<file path="src/rtl/adaptive_filter_pkg.sv">
// rtl/adaptive_filter_pkg.sv - shared constants and types for the adaptive filter output path
// Contents:
//   FILTER_ORDER      delay-line depth of the adaptive filter
//   SAMPLE_W          native filter sample width
//   DEF_BLANK_CYCLES  settling samples to discard, equal to the delay-line depth
//   out_state_e       output-stage FSM states
//   fifo_word_t       output FIFO entry {mode, data}
package adaptive_filter_pkg;

    localparam int FILTER_ORDER     = 6;
    localparam int SAMPLE_W         = 14;
    localparam int DEF_BLANK_CYCLES = FILTER_ORDER;

    typedef enum logic {
        BLANK = 1'b0,
        RUN   = 1'b1
    } out_state_e;

    typedef struct packed {
        logic                mode;
        logic [SAMPLE_W-1:0] data;
    } fifo_word_t;

endpackage

</file>
<file path="src/rtl/filter_out_fifo.sv">
// rtl/filter_out_fifo.sv - generic synchronous first-word-fall-through FIFO
// Ports:
//   clk_i, arst_ni   clock, asynchronous active-low reset
//   push_i, wdata_i  write request and data (ignored when full unless popping)
//   pop_i            read request (ignored when empty)
//   rdata_o          head entry, valid whenever empty_o is low
//   full_o, empty_o  occupancy flags
module filter_out_fifo #(
    parameter int WIDTH = 15,
    parameter int DEPTH = 8
) (
    input  logic             clk_i,
    input  logic             arst_ni,
    input  logic             push_i,
    input  logic [WIDTH-1:0] wdata_i,
    input  logic             pop_i,
    output logic [WIDTH-1:0] rdata_o,
    output logic             full_o,
    output logic             empty_o
);

    localparam int AW = $clog2(DEPTH);

    // Extra MSB on each pointer distinguishes full from empty.
    logic [AW:0]      wr_ptr_q, wr_ptr_d;
    logic [AW:0]      rd_ptr_q, rd_ptr_d;
    logic [WIDTH-1:0] mem_q [DEPTH];
    logic             do_push, do_pop;

    assign empty_o = (wr_ptr_q == rd_ptr_q);
    assign full_o  = (wr_ptr_q[AW] != rd_ptr_q[AW]) &&
                     (wr_ptr_q[AW-1:0] == rd_ptr_q[AW-1:0]);

    // A pop frees the slot the push lands in, so full+pop still accepts.
    assign do_pop  = pop_i && !empty_o;
    assign do_push = push_i && (!full_o || do_pop);

    assign wr_ptr_d = do_push ? wr_ptr_q + 1'b1 : wr_ptr_q;
    assign rd_ptr_d = do_pop  ? rd_ptr_q + 1'b1 : rd_ptr_q;
    assign rdata_o  = mem_q[rd_ptr_q[AW-1:0]];

    always_ff @(posedge clk_i or negedge arst_ni) begin
        if (!arst_ni) begin
            wr_ptr_q <= '0;
            rd_ptr_q <= '0;
        end else begin
            wr_ptr_q <= wr_ptr_d;
            rd_ptr_q <= rd_ptr_d;
        end
    end

    always_ff @(posedge clk_i) begin
        if (do_push) begin
            mem_q[wr_ptr_q[AW-1:0]] <= wdata_i;
        end
    end

endmodule

</file>
<file path="src/rtl/filter_out_stream.sv">
// rtl/filter_out_stream.sv - filter output stage: settling blanking, boxcar decimation, FIFO
// Ports:
//   clk, arst_n        clock, asynchronous active-low reset
//   ctrl               filter mode (1 integrator, 0 differentiator)
//   s_tdata            free-running filter samples, one per clock
//   dec_log2           decimation ratio 2^dec_log2, latched per window
//   m_tdata/m_tuser    output sample and the mode that produced it
//   m_tvalid/m_tready  output handshake
//   overflow, ovf_clr  sticky drop flag and its clear
module filter_out_stream
    import adaptive_filter_pkg::*;
#(
    parameter int DATA_W       = SAMPLE_W,
    parameter int BLANK_CYCLES = DEF_BLANK_CYCLES,
    parameter int FIFO_DEPTH   = 8
) (
    input  logic              clk,
    input  logic              arst_n,
    input  logic              ctrl,
    input  logic [DATA_W-1:0] s_tdata,
    input  logic [1:0]        dec_log2,
    output logic [DATA_W-1:0] m_tdata,
    output logic              m_tuser,
    output logic              m_tvalid,
    input  logic              m_tready,
    output logic              overflow,
    input  logic              ovf_clr
);

    localparam int ACC_W = DATA_W + 3;
    localparam int CNT_W = $clog2(BLANK_CYCLES + 1);

    out_state_e                state_q, state_d;
    logic [CNT_W-1:0]          blank_cnt_q, blank_cnt_d;
    logic                      ctrl_q;
    logic [2:0]                phase_q, phase_d;
    logic [1:0]                dec_q, dec_d;
    logic signed [ACC_W-1:0]   acc_q, acc_d;
    logic [DATA_W-1:0]         res_q, res_d;
    logic                      res_mode_q, res_mode_d;
    logic                      res_vld_q, res_vld_d;
    logic                      ovf_q, ovf_d;

    logic                      ctrl_chg;
    logic                      run_en;
    logic [1:0]                eff_dec;
    logic                      win_last;
    logic signed [ACC_W-1:0]   sum;
    logic signed [ACC_W-1:0]   avg;
    logic [DATA_W:0]           fifo_rdata;
    logic                      fifo_full, fifo_empty, fifo_pop, drop;

    assign ctrl_chg = (ctrl != ctrl_q);

    // FSM: state register
    always_ff @(posedge clk or negedge arst_n) begin
        if (!arst_n) begin
            state_q     <= BLANK;
            blank_cnt_q <= CNT_W'(BLANK_CYCLES);
        end else begin
            state_q     <= state_d;
            blank_cnt_q <= blank_cnt_d;
        end
    end

    // FSM: next state; any mode change restarts the settling period
    always_comb begin
        state_d     = state_q;
        blank_cnt_d = blank_cnt_q;
        if (ctrl_chg) begin
            state_d     = BLANK;
            blank_cnt_d = CNT_W'(BLANK_CYCLES);
        end else if (state_q == BLANK) begin
            blank_cnt_d = blank_cnt_q - 1'b1;
            if (blank_cnt_q == CNT_W'(1)) begin
                state_d = RUN;
            end
        end
    end

    // FSM: outputs; the sample of a ctrl-change cycle is never used
    always_comb begin
        run_en = (state_q == RUN) && !ctrl_chg;
    end

    // Decimator: the ratio is sampled at phase 0 so a window never changes length
    assign eff_dec  = (phase_q == 3'd0) ? dec_log2 : dec_q;
    assign win_last = ({1'b0, phase_q} == ((4'd1 << eff_dec) - 4'd1));
    assign sum      = acc_q + ACC_W'($signed(s_tdata));
    assign avg      = sum >>> eff_dec;

    always_comb begin
        acc_d      = acc_q;
        phase_d    = phase_q;
        dec_d      = dec_q;
        res_d      = res_q;
        res_mode_d = res_mode_q;
        res_vld_d  = 1'b0;
        if (!run_en) begin
            acc_d   = '0;
            phase_d = '0;
        end else begin
            dec_d = eff_dec;
            if (win_last) begin
                acc_d      = '0;
                phase_d    = '0;
                res_d      = avg[DATA_W-1:0];
                res_mode_d = ctrl_q;
                res_vld_d  = 1'b1;
            end else begin
                acc_d   = sum;
                phase_d = phase_q + 3'd1;
            end
        end
    end

    // Overflow: a drop in the same cycle as a clear wins
    assign fifo_pop = m_tvalid && m_tready;
    assign drop     = res_vld_q && fifo_full && !fifo_pop;
    assign ovf_d    = drop ? 1'b1 : (ovf_clr ? 1'b0 : ovf_q);

    always_ff @(posedge clk or negedge arst_n) begin
        if (!arst_n) begin
            ctrl_q     <= 1'b0;
            phase_q    <= '0;
            dec_q      <= '0;
            acc_q      <= '0;
            res_q      <= '0;
            res_mode_q <= 1'b0;
            res_vld_q  <= 1'b0;
            ovf_q      <= 1'b0;
        end else begin
            ctrl_q     <= ctrl;
            phase_q    <= phase_d;
            dec_q      <= dec_d;
            acc_q      <= acc_d;
            res_q      <= res_d;
            res_mode_q <= res_mode_d;
            res_vld_q  <= res_vld_d;
            ovf_q      <= ovf_d;
        end
    end

    filter_out_fifo #(
        .WIDTH (DATA_W + 1),
        .DEPTH (FIFO_DEPTH)
    ) u_fifo (
        .clk_i   (clk),
        .arst_ni (arst_n),
        .push_i  (res_vld_q),
        .wdata_i ({res_mode_q, res_q}),
        .pop_i   (fifo_pop),
        .rdata_o (fifo_rdata),
        .full_o  (fifo_full),
        .empty_o (fifo_empty)
    );

    // FIFO storage is not reset, so the head is masked while empty.
    assign m_tvalid = !fifo_empty;
    assign m_tdata  = fifo_empty ? '0 : fifo_rdata[DATA_W-1:0];
    assign m_tuser  = !fifo_empty && fifo_rdata[DATA_W];
    assign overflow = ovf_q;

endmodule

</file>
<file path="config.mk">
export PLATFORM = sky130hd
export DESIGN_NAME = filter_out_stream
export DESIGN_NICKNAME = d
export VERILOG_FILES = /design/src/rtl/adaptive_filter_pkg.sv /design/src/rtl/filter_out_fifo.sv /design/src/rtl/filter_out_stream.sv
export SDC_FILE = /design/constraint.sdc
export NUM_CORES = 1
export LEC_CHECK = 0
export ABC_AREA = 1
export ABC_CLOCK_PERIOD_IN_PS = 6290
export BUFFER_PORTS_ARGS = -buffer_cell sky130_fd_sc_hd__buf_2
export CELL_PAD_IN_SITES_DETAIL_PLACEMENT = 0
export CELL_PAD_IN_SITES_GLOBAL_PLACEMENT = 2
export CORE_AREA = 2 2 145 147
export CTS_CLUSTER_DIAMETER = 30
export CTS_CLUSTER_SIZE = 16
export DETAILED_ROUTE_END_ITERATION = 6
export DIE_AREA = 0 0 147 149
export HOLD_SLACK_MARGIN = 0.02
export PLACE_DENSITY_LB_ADDON = 0.1
export REMOVE_ABC_BUFFERS = 1
export SETUP_SLACK_MARGIN = 0.5
export SLEW_MARGIN = 20
export SYNTH_ARGS = -nofsm -noshare
export SYNTH_HDL_FRONTEND = slang
export SYNTH_HIERARCHICAL = 1
export SYNTH_SLANG_ARGS = --single-unit
</file>
<file path="constraint.sdc">
create_clock -name clk -period 6.29 [get_ports clk]
set_input_delay 0 -clock clk [delete_from_list [all_inputs] [get_ports clk]]
set_output_delay 0 -clock clk [all_outputs]
set_load 0.01 [all_outputs]
</file>
==> impl_metrics.json, run 1 <==
{
  "dieArea_sq_um": 21900,
  "crit_path_max_incr_delay_ps": 660,
  "antenna_found_initial": 0,
  "slew_violations": 0,
  "antennaDiodeCount": 0,
  "fmaxAchievable_mhz": 263.4,
  "hold_violations": 0,
  "crit_type": "flop to flop",
  "hold_class": "input pin to flop",
  "area_growth_pct": 13.21,
  "slew_headroom": 0.4423,
  "grt_usage": 0.2075,
  "final_cells": 1233,
  "syn_avg_cell_area_sq_um": 9.240,
  "ios": 38,
  "ir_worst_vdd_uv": 170.8,
  "multi_input_area_sq_um": 3008,
  "fp.dieH_microns": 149,
  "tightest_slew_ps": 835.6,
  "setup_tns_ps": 0,
  "path_cells": "buf_4 > inv_1 > nand2_1 > nand2_2 > nor2_4 > nand3_2 > inv_1 > nor2_1 > inv_1 > nand4_4 > nand3_2 > nor2_2",
  "mappedNetlistArea_sq_um": 8418,
  "status": "finished clean",
  "grt_first_pass_wirelength_mm": 34.42,
  "finalInstanceArea_sq_um": 9530,
  "die_x_microns": 147,
  "required_ps": 6330,
  "cpMostUsedCell": "inv_1",
  "ys_ff_latch": 172,
  "core_area_sq_um": 20560,
  "drtPass1Iterations": 5,
  "nets": 989,
  "ys_seq_area_frac": 0.5829,
  "cts_tree": "built",
  "reg2reg_slack_ps": 2490,
  "vias": 6144,
  "drtIter0Drc": 339,
  "regArea_sq_um": 4907,
  "cts_buffers": 17,
  "synth.distinct_cells": 38,
  "grt_pass1_vias": 6279,
  "drive_gt1_frac": 0.1096,
  "htree_levels": 4,
  "clock_latency_ps": 420,
  "fin_skew_ps": 11.41,
  "grt_max_degree": 65,
  "drc": 0,
  "whs_ps": 79.34,
  "crit_fanout": 35,
  "gp_congestion": 0.8630,
  "cp-end-kind": "flop",
  "numClockSinks": 172,
  "wire_per_inst_microns": 17.19,
  "placed_area_sq_um": 8840,
  "clk_pin_slew_ps": 70,
  "power_density_nw_per_um2": 326.8,
  "via_per_inst": 4.983,
  "numPortBuffers": 37,
  "rsz0062_at_grt": "false",
  "antenna_left": 0,
  "fillCellCount": 2010,
  "yosys_warnings": 6,
  "fin_crit_sh": 0.6037,
  "wl_mm": 21.20,
  "arrival_ps": 3840,
  "syn_inst": 911,
  "dp.cells": 1195,
  "max_cap_viol_count": 0,
  "dp_hpwl_mm": 15.08,
  "root_buffer": "clkbuf_16",
  "total_leakage_power_nw": 4.280,
  "layout_setup_ws_ps": 2493,
  "preCtsSetupSlack_ps": 2077,
  "clockBufferDepth": 2,
  "num_rows": 53,
  "slowest_stage": "nor2_2",
  "post-route-min-period_ps": 3797,
  "setup_viol": 0,
  "grt_remaining_overflow": 0,
  "critPathLaunchType": "flop",
  "start_util": 0.4095
}
## cell usage after synthesis (all sizes together)
library cell | count | area share
o21ai | 73 | 0.044
clkbuf | 17 | 0.0076
inv | 100 | 0.045
xor2 | 7 | 0.0082
nor3 | 2 | 0.0012
o22ai | 31 | 0.023
ha | 22 | 0.033
dfstp | 2 | 0.0062
nand3b | 3 | 0.0027
nand3 | 70 | 0.043
nor2 | 122 | 0.056
or2 | 3 | 0.0022
o211ai | 2 | 0.0018
nand2 | 245 | 0.11
fa | 1 | 0.0024
xnor2 | 7 | 0.0082
a21oi | 13 | 0.0077
edfxtp | 120 | 0.43
buf | 15 | 0.0094
nand4 | 3 | 0.0048
and2 | 3 | 0.0022
dfrtp | 50 | 0.15
## final cells by class
type                       instances  area share
sequential                       172      0.5149
multi-input combinational        607      0.3156
clock buffer                      21     0.04726
inverter                         100     0.03965
tap                              275     0.03610
timing repair buffer              47     0.02888
clock inverter                    11     0.01759
## state kept, by name, indices dropped and copies added, names as in the netlist
register	flops
u_fifo/mem_q	120
acc_q	17
res_q	14
u_fifo/rd_ptr_q	4
u_fifo/wr_ptr_q	4
blank_cnt_q	3
phase_q	3
dec_q	2
ctrl_q	1
overflow	1
res_mode_q	1
res_vld_q	1
state_q	1
## final timing paths
check | start | to | depth (start not counted)
max in group asynchronous | arst_n | res_mode_q | 3
min | s_tdata[1] | acc_q[1] | 4
max | u_fifo/rd_ptr_q[1] | u_fifo/mem_q[2][10] | 12
min reg2reg | blank_cnt_q[2] | blank_cnt_q[2] | 2
min in group asynchronous | arst_n | acc_q[3] | 3
max reg2reg | u_fifo/rd_ptr_q[1] | u_fifo/mem_q[2][10] | 12
## power by group
part           leakage [nW]  internal, mW  total, mW  switching (mW)
clock network         0.297         0.676       1.11           0.431
registers              1.83          1.26       1.32          0.0555
logic                  2.15         0.209      0.692           0.483
total                  4.28          2.14       3.11           0.970
## layer usage
| layer | up-vias | GRT usage | wire length (microns) |
|---|---|---|---|
| met5 | - | 0 | 0 |
| met4 | 0 | 0.06250 | 459 |
| met3 | 26 | 0.03517 | 822 |
| met2 | 148 | 0.3432 | 10190 |
| met1 | 2891 | 0.2832 | 9726 |
| li1 | 3079 | - | - |
## cell families (layout without fill, tap and decap cells)
family | count (synthesis) | in the layout | share of synthesized area
AO/OA/AOI/OAI | 119 | 119 | 0.07684
flip-flops | 172 | 172 | 0.5829
adder cells (fa/ha/maj) | 23 | 23 | 0.03508
AND/OR/NAND/NOR | 451 | 451 | 0.2270
buffers and inverters | 132 | 179 | 0.06183
XOR/XNOR | 14 | 14 | 0.01635
## cells in the final DEF, fill, tap and decap left out, types with 3 or more instances in the layout
cell type	netlist	routed
clkbuf_1	17	3
xor2_1	6	6
buf_2	9	37
edfxtp_1	120	120
nand2_4	4	4
nand2_1	237	237
nand3_2	3	3
nand3_1	67	67
clkinv_2	0	3
or2_2	3	3
buf_4	1	4
dlygate4sd3_1	0	6
nor2_1	119	112
o22ai_1	31	31
o21ai_0	70	70
nor2_2	1	8
inv_1	97	97
ha_1	22	22
dfrtp_1	50	50
and2_1	3	3
nand2_2	4	4
clkbuf_16	0	17
a21oi_1	13	13
xnor2_1	6	6
bufinv_16	0	4
nand3b_1	3	3
## critical path, delay by kind of cell (launching register included)
| family | cells | cell delay, ps |
|---|---|---|
| and+or+nand+nor | 8 | 1860 |
| buffers and inverters | 4 | 1180 |
| DFF | 1 | 360 |
## through the flow
step	total power, mW	util
after global placement	2.031	0.4298
final	3.115	0.4636
after global routing	3.288	0.4636
after floorplan	1.748	-
after detailed placement	2.032	0.4300
after CTS	3.141	0.4630
## repair_timing
action / 4_1_cts / 5_1_grt
resized for setup: 0 / 0
buffers inserted: 0 / 0
hold buffers: 6 / 0
hold endpoints to repair: 61 / 0
(Power assumes the default switching activity.)
==> run 2, diff against run 1 <==
--- a/config.mk
+++ b/config.mk
@@ -6,15 +6,15 @@
 export NUM_CORES = 1
 export LEC_CHECK = 0
 export ABC_AREA = 1
-export ABC_CLOCK_PERIOD_IN_PS = 6290
+export ABC_CLOCK_PERIOD_IN_PS = 3400
 export BUFFER_PORTS_ARGS = -buffer_cell sky130_fd_sc_hd__buf_2
 export CELL_PAD_IN_SITES_DETAIL_PLACEMENT = 0
 export CELL_PAD_IN_SITES_GLOBAL_PLACEMENT = 2
-export CORE_AREA = 2 2 145 147
+export CORE_AREA = 2 2 159 161
 export CTS_CLUSTER_DIAMETER = 30
 export CTS_CLUSTER_SIZE = 16
 export DETAILED_ROUTE_END_ITERATION = 6
-export DIE_AREA = 0 0 147 149
+export DIE_AREA = 0 0 161 163
 export HOLD_SLACK_MARGIN = 0.02
 export PLACE_DENSITY_LB_ADDON = 0.1
 export REMOVE_ABC_BUFFERS = 1
==> constraint.sdc (replaced) <==
create_clock -name clk -period 3.4 [get_ports clk]
set_input_delay 0 -clock clk [delete_from_list [all_inputs] [get_ports clk]]
set_output_delay 0 -clock clk [all_outputs]
set_load 0.01 [all_outputs]
==> run 2 against run 1 <==
Global-route usage fell by 4.2 points. Clock skew fell by 1.3 ps. Hold slack got worse by 12 ps. Critical endpoint is now u_fifo/mem_q[6][1]. Design area rose by 1.3%. Sequential share of layout area fell by 0.64 points. Via count fell by 0.16%. Routed wire length fell by 3.1%. Total power rose by 77%.
==> impl_metrics.json, run 2 (synthesized netlist as in run 1, its figures left out) <==
{
  "post_cts.repair.setup_buffers": 0,
  "cpMostUsedCell": "inv_1",
  "drive_gt1_frac": 0.1222,
  "reg2regPathDepth": 10,
  "crit_type": "flop to flop",
  "r2r-end": "u_fifo/mem_q[6][1]",
  "crit_path_max_incr_delay_ps": 410,
  "min-delay-start": "m_tready",
  "path_cells": "xor2_1 > inv_1 > nand3_2 > inv_1 > nor2_1 > inv_1 > nand4_4 > nand3_2 > nor2_1 > buf_4",
  "cp-end-kind": "flop",
  "largest_register_ffs": 120,
  "fin_skew_ps": 10.13,
  "antenna_found_initial": 0,
  "start_util": 0.3412,
  "num_rows": 58,
  "grt_pass1_vias": 6369,
  "grt_max_degree": 62,
  "critPathLaunchType": "flop",
  "fp.dieH_microns": 163,
  "rsz0062_at_grt": "false",
  "finalPower_mw": 5.519,
  "fillCellCount": 2583,
  "final_common_cell": "nand2_1",
  "grt_first_pass_wirelength_mm": 33.69,
  "core_area_sq_um": 24670,
  "post-route-min-period_ps": 2485,
  "reg2reg_slack_ps": 910,
  "fmaxAchievable_mhz": 402.4,
  "drc": 0,
  "max_cap_viol_count": 0,
  "crit_fanout": 11,
  "die_x_microns": 161,
  "drtIter0Drc": 233,
  "drtPass1Iterations": 5,
  "status": "finished clean",
  "slew_headroom": 0.4465,
  "fin_crit_sh": 0.7310,
  "htree_levels": 4,
  "gp_congestion": 0.7398,
  "nets": 1005,
  "hold_class": "input pin to flop",
  "dieArea_sq_um": 26240,
  "vias": 6134,
  "clock_latency_ps": 420,
  "root_buffer": "clkbuf_16",
  "total_leakage_power_nw": 4.349,
  "clockBufferDepth": 2,
  "hold_violations": 0,
  "r2r-start": "u_fifo/rd_ptr_q[3]",
  "arrival_ps": 2600,
  "dp.cells": 1268,
  "via_per_inst": 4.704,
  "wl_mm": 20.55,
  "setup_viol": 0,
  "cts_buffers": 17,
  "dp_hpwl_mm": 14.25,
  "numClockSinks": 172,
  "final_cells": 1304,
  "ios": 38,
  "antenna_left": 0,
  "fin_util": 0.3911,
  "min_to": "overflow",
  "numPortBuffers": 37,
  "layout.cells.most_common_list": "nand2_1, edfxtp_1, nor2_1, inv_1, o21ai_0",
  "antennaDiodeCount": 0,
  "required_ps": 3510,
  "tightest_slew_ps": 830.3,
  "grt_usage": 0.1654,
  "slew_violations": 0,
  "wire_per_inst_microns": 15.76,
  "slowest_stage": "dfrtp_1",
  "power_density_nw_per_um2": 571.9,
  "clk_pin_slew_ps": 70,
  "area_growth_pct": 14.64,
  "cts_tree": "built",
  "holdPathStages": 5,
  "grt_remaining_overflow": 0,
  "ir_worst_vdd_uv": 300.5
}
## run 2: cell count changes in the layout (fill, tap and decap cells not counted)
cell / before / now
clkinv_2: 3 / 1
dlygate4sd3_1: 6 / 4
clkinv_4: 1 / 2
buf_4: 4 / 22
nor2_1: 112 / 119
nor2_2: 8 / 1
clkinv_8: 0 / 1
bufinv_16: 4 / 0
inv_8: 0 / 5
clkinvlp_4: 2 / 1
inv_6: 1 / 5
clkbuf_1: 3 / 0
clkbuf_8: 1 / 0
## run 2: timing repair
action	in CTS	in global routing
gates resized for setup	0	0
endpoints found under the hold margin	37	0
hold buffers	4	0
## run 2: worst max-delay path: cells and delay by family (launching register included)
| kind | cells | cell delay, ps |
|---|---|---|
| XOR/XNOR | 1 | 290 |
| AND/OR/NAND/NOR | 5 | 910 |
| flip-flops | 1 | 410 |
| buffers and inverters | 4 | 560 |
## run 2: final cells by class
cell class | count | area [sq um] | share of cell area
inverter | 100 | 377.9 | 0.03915
multi-input combinational | 607 | 2990 | 0.3099
clock buffer | 17 | 425.4 | 0.04408
sequential | 172 | 4907 | 0.5085
clock inverter | 15 | 146.4 | 0.01517
timing repair buffer | 63 | 390.4 | 0.04045
tap | 330 | 412.9 | 0.04278
## run 2: per-stage QoR
step	instance area [sq um]	hold WS, ps	TNS (ps)	worst slack (ps)
final	9651	67.19	0	914.6
after global routing	9651	101.5	0	679.6
after CTS	9651	57.53	0	879.6
after detailed placement	9039	136.7	0	897.1
after global placement	9039	131.7	0	1000
after floorplan	8275	-295.6	-52280	-485.7
## run 2: where the power goes
group	switching (mW)	total, mW	internal, mW	leakage, nW
Combinational	0.814	1.22	0.406	2.24
Clock	0.903	1.88	0.980	0.282
Sequential	0.0871	2.42	2.33	1.83
## run 2: worst max path at each step
| stage | start | endpoint | slack, ps | depth (start not counted) |
|---|---|---|---|---|
| 6_report | u_fifo/rd_ptr_q[3] | u_fifo/mem_q[6][1] | 910 | 10 |
| 5_1_grt | u_fifo/rd_ptr_q[3] | u_fifo/mem_q[6][1] | 680 | 10 |
| 4_1_cts | u_fifo/rd_ptr_q[3] | u_fifo/mem_q[6][1] | 880 | 10 |
| 3_5_place_dp | u_fifo/rd_ptr_q[3] | u_fifo/mem_q[6][6] | 900 | 10 |
| 3_3_place_gp | u_fifo/rd_ptr_q[3] | u_fifo/mem_q[6][6] | 1000 | 10 |
| 2_1_floorplan | u_fifo/rd_ptr_q[0] | u_fifo/mem_q[2][0] | -490 | 11 |
## run 2: routing by layer
metal | share of wire | wire length [microns] | track usage | vias to the layer above
li1 | - | - | - | 3112
met1 | 0.45 | 9317 | 0.2023 | 2954
met2 | 0.52 | 10690 | 0.3063 | 58
met3 | 0.018 | 373 | 0.02445 | 10
met4 | 0.0078 | 161 | 0.04058 | 0
met5 | 0 | 0 | 0 | -
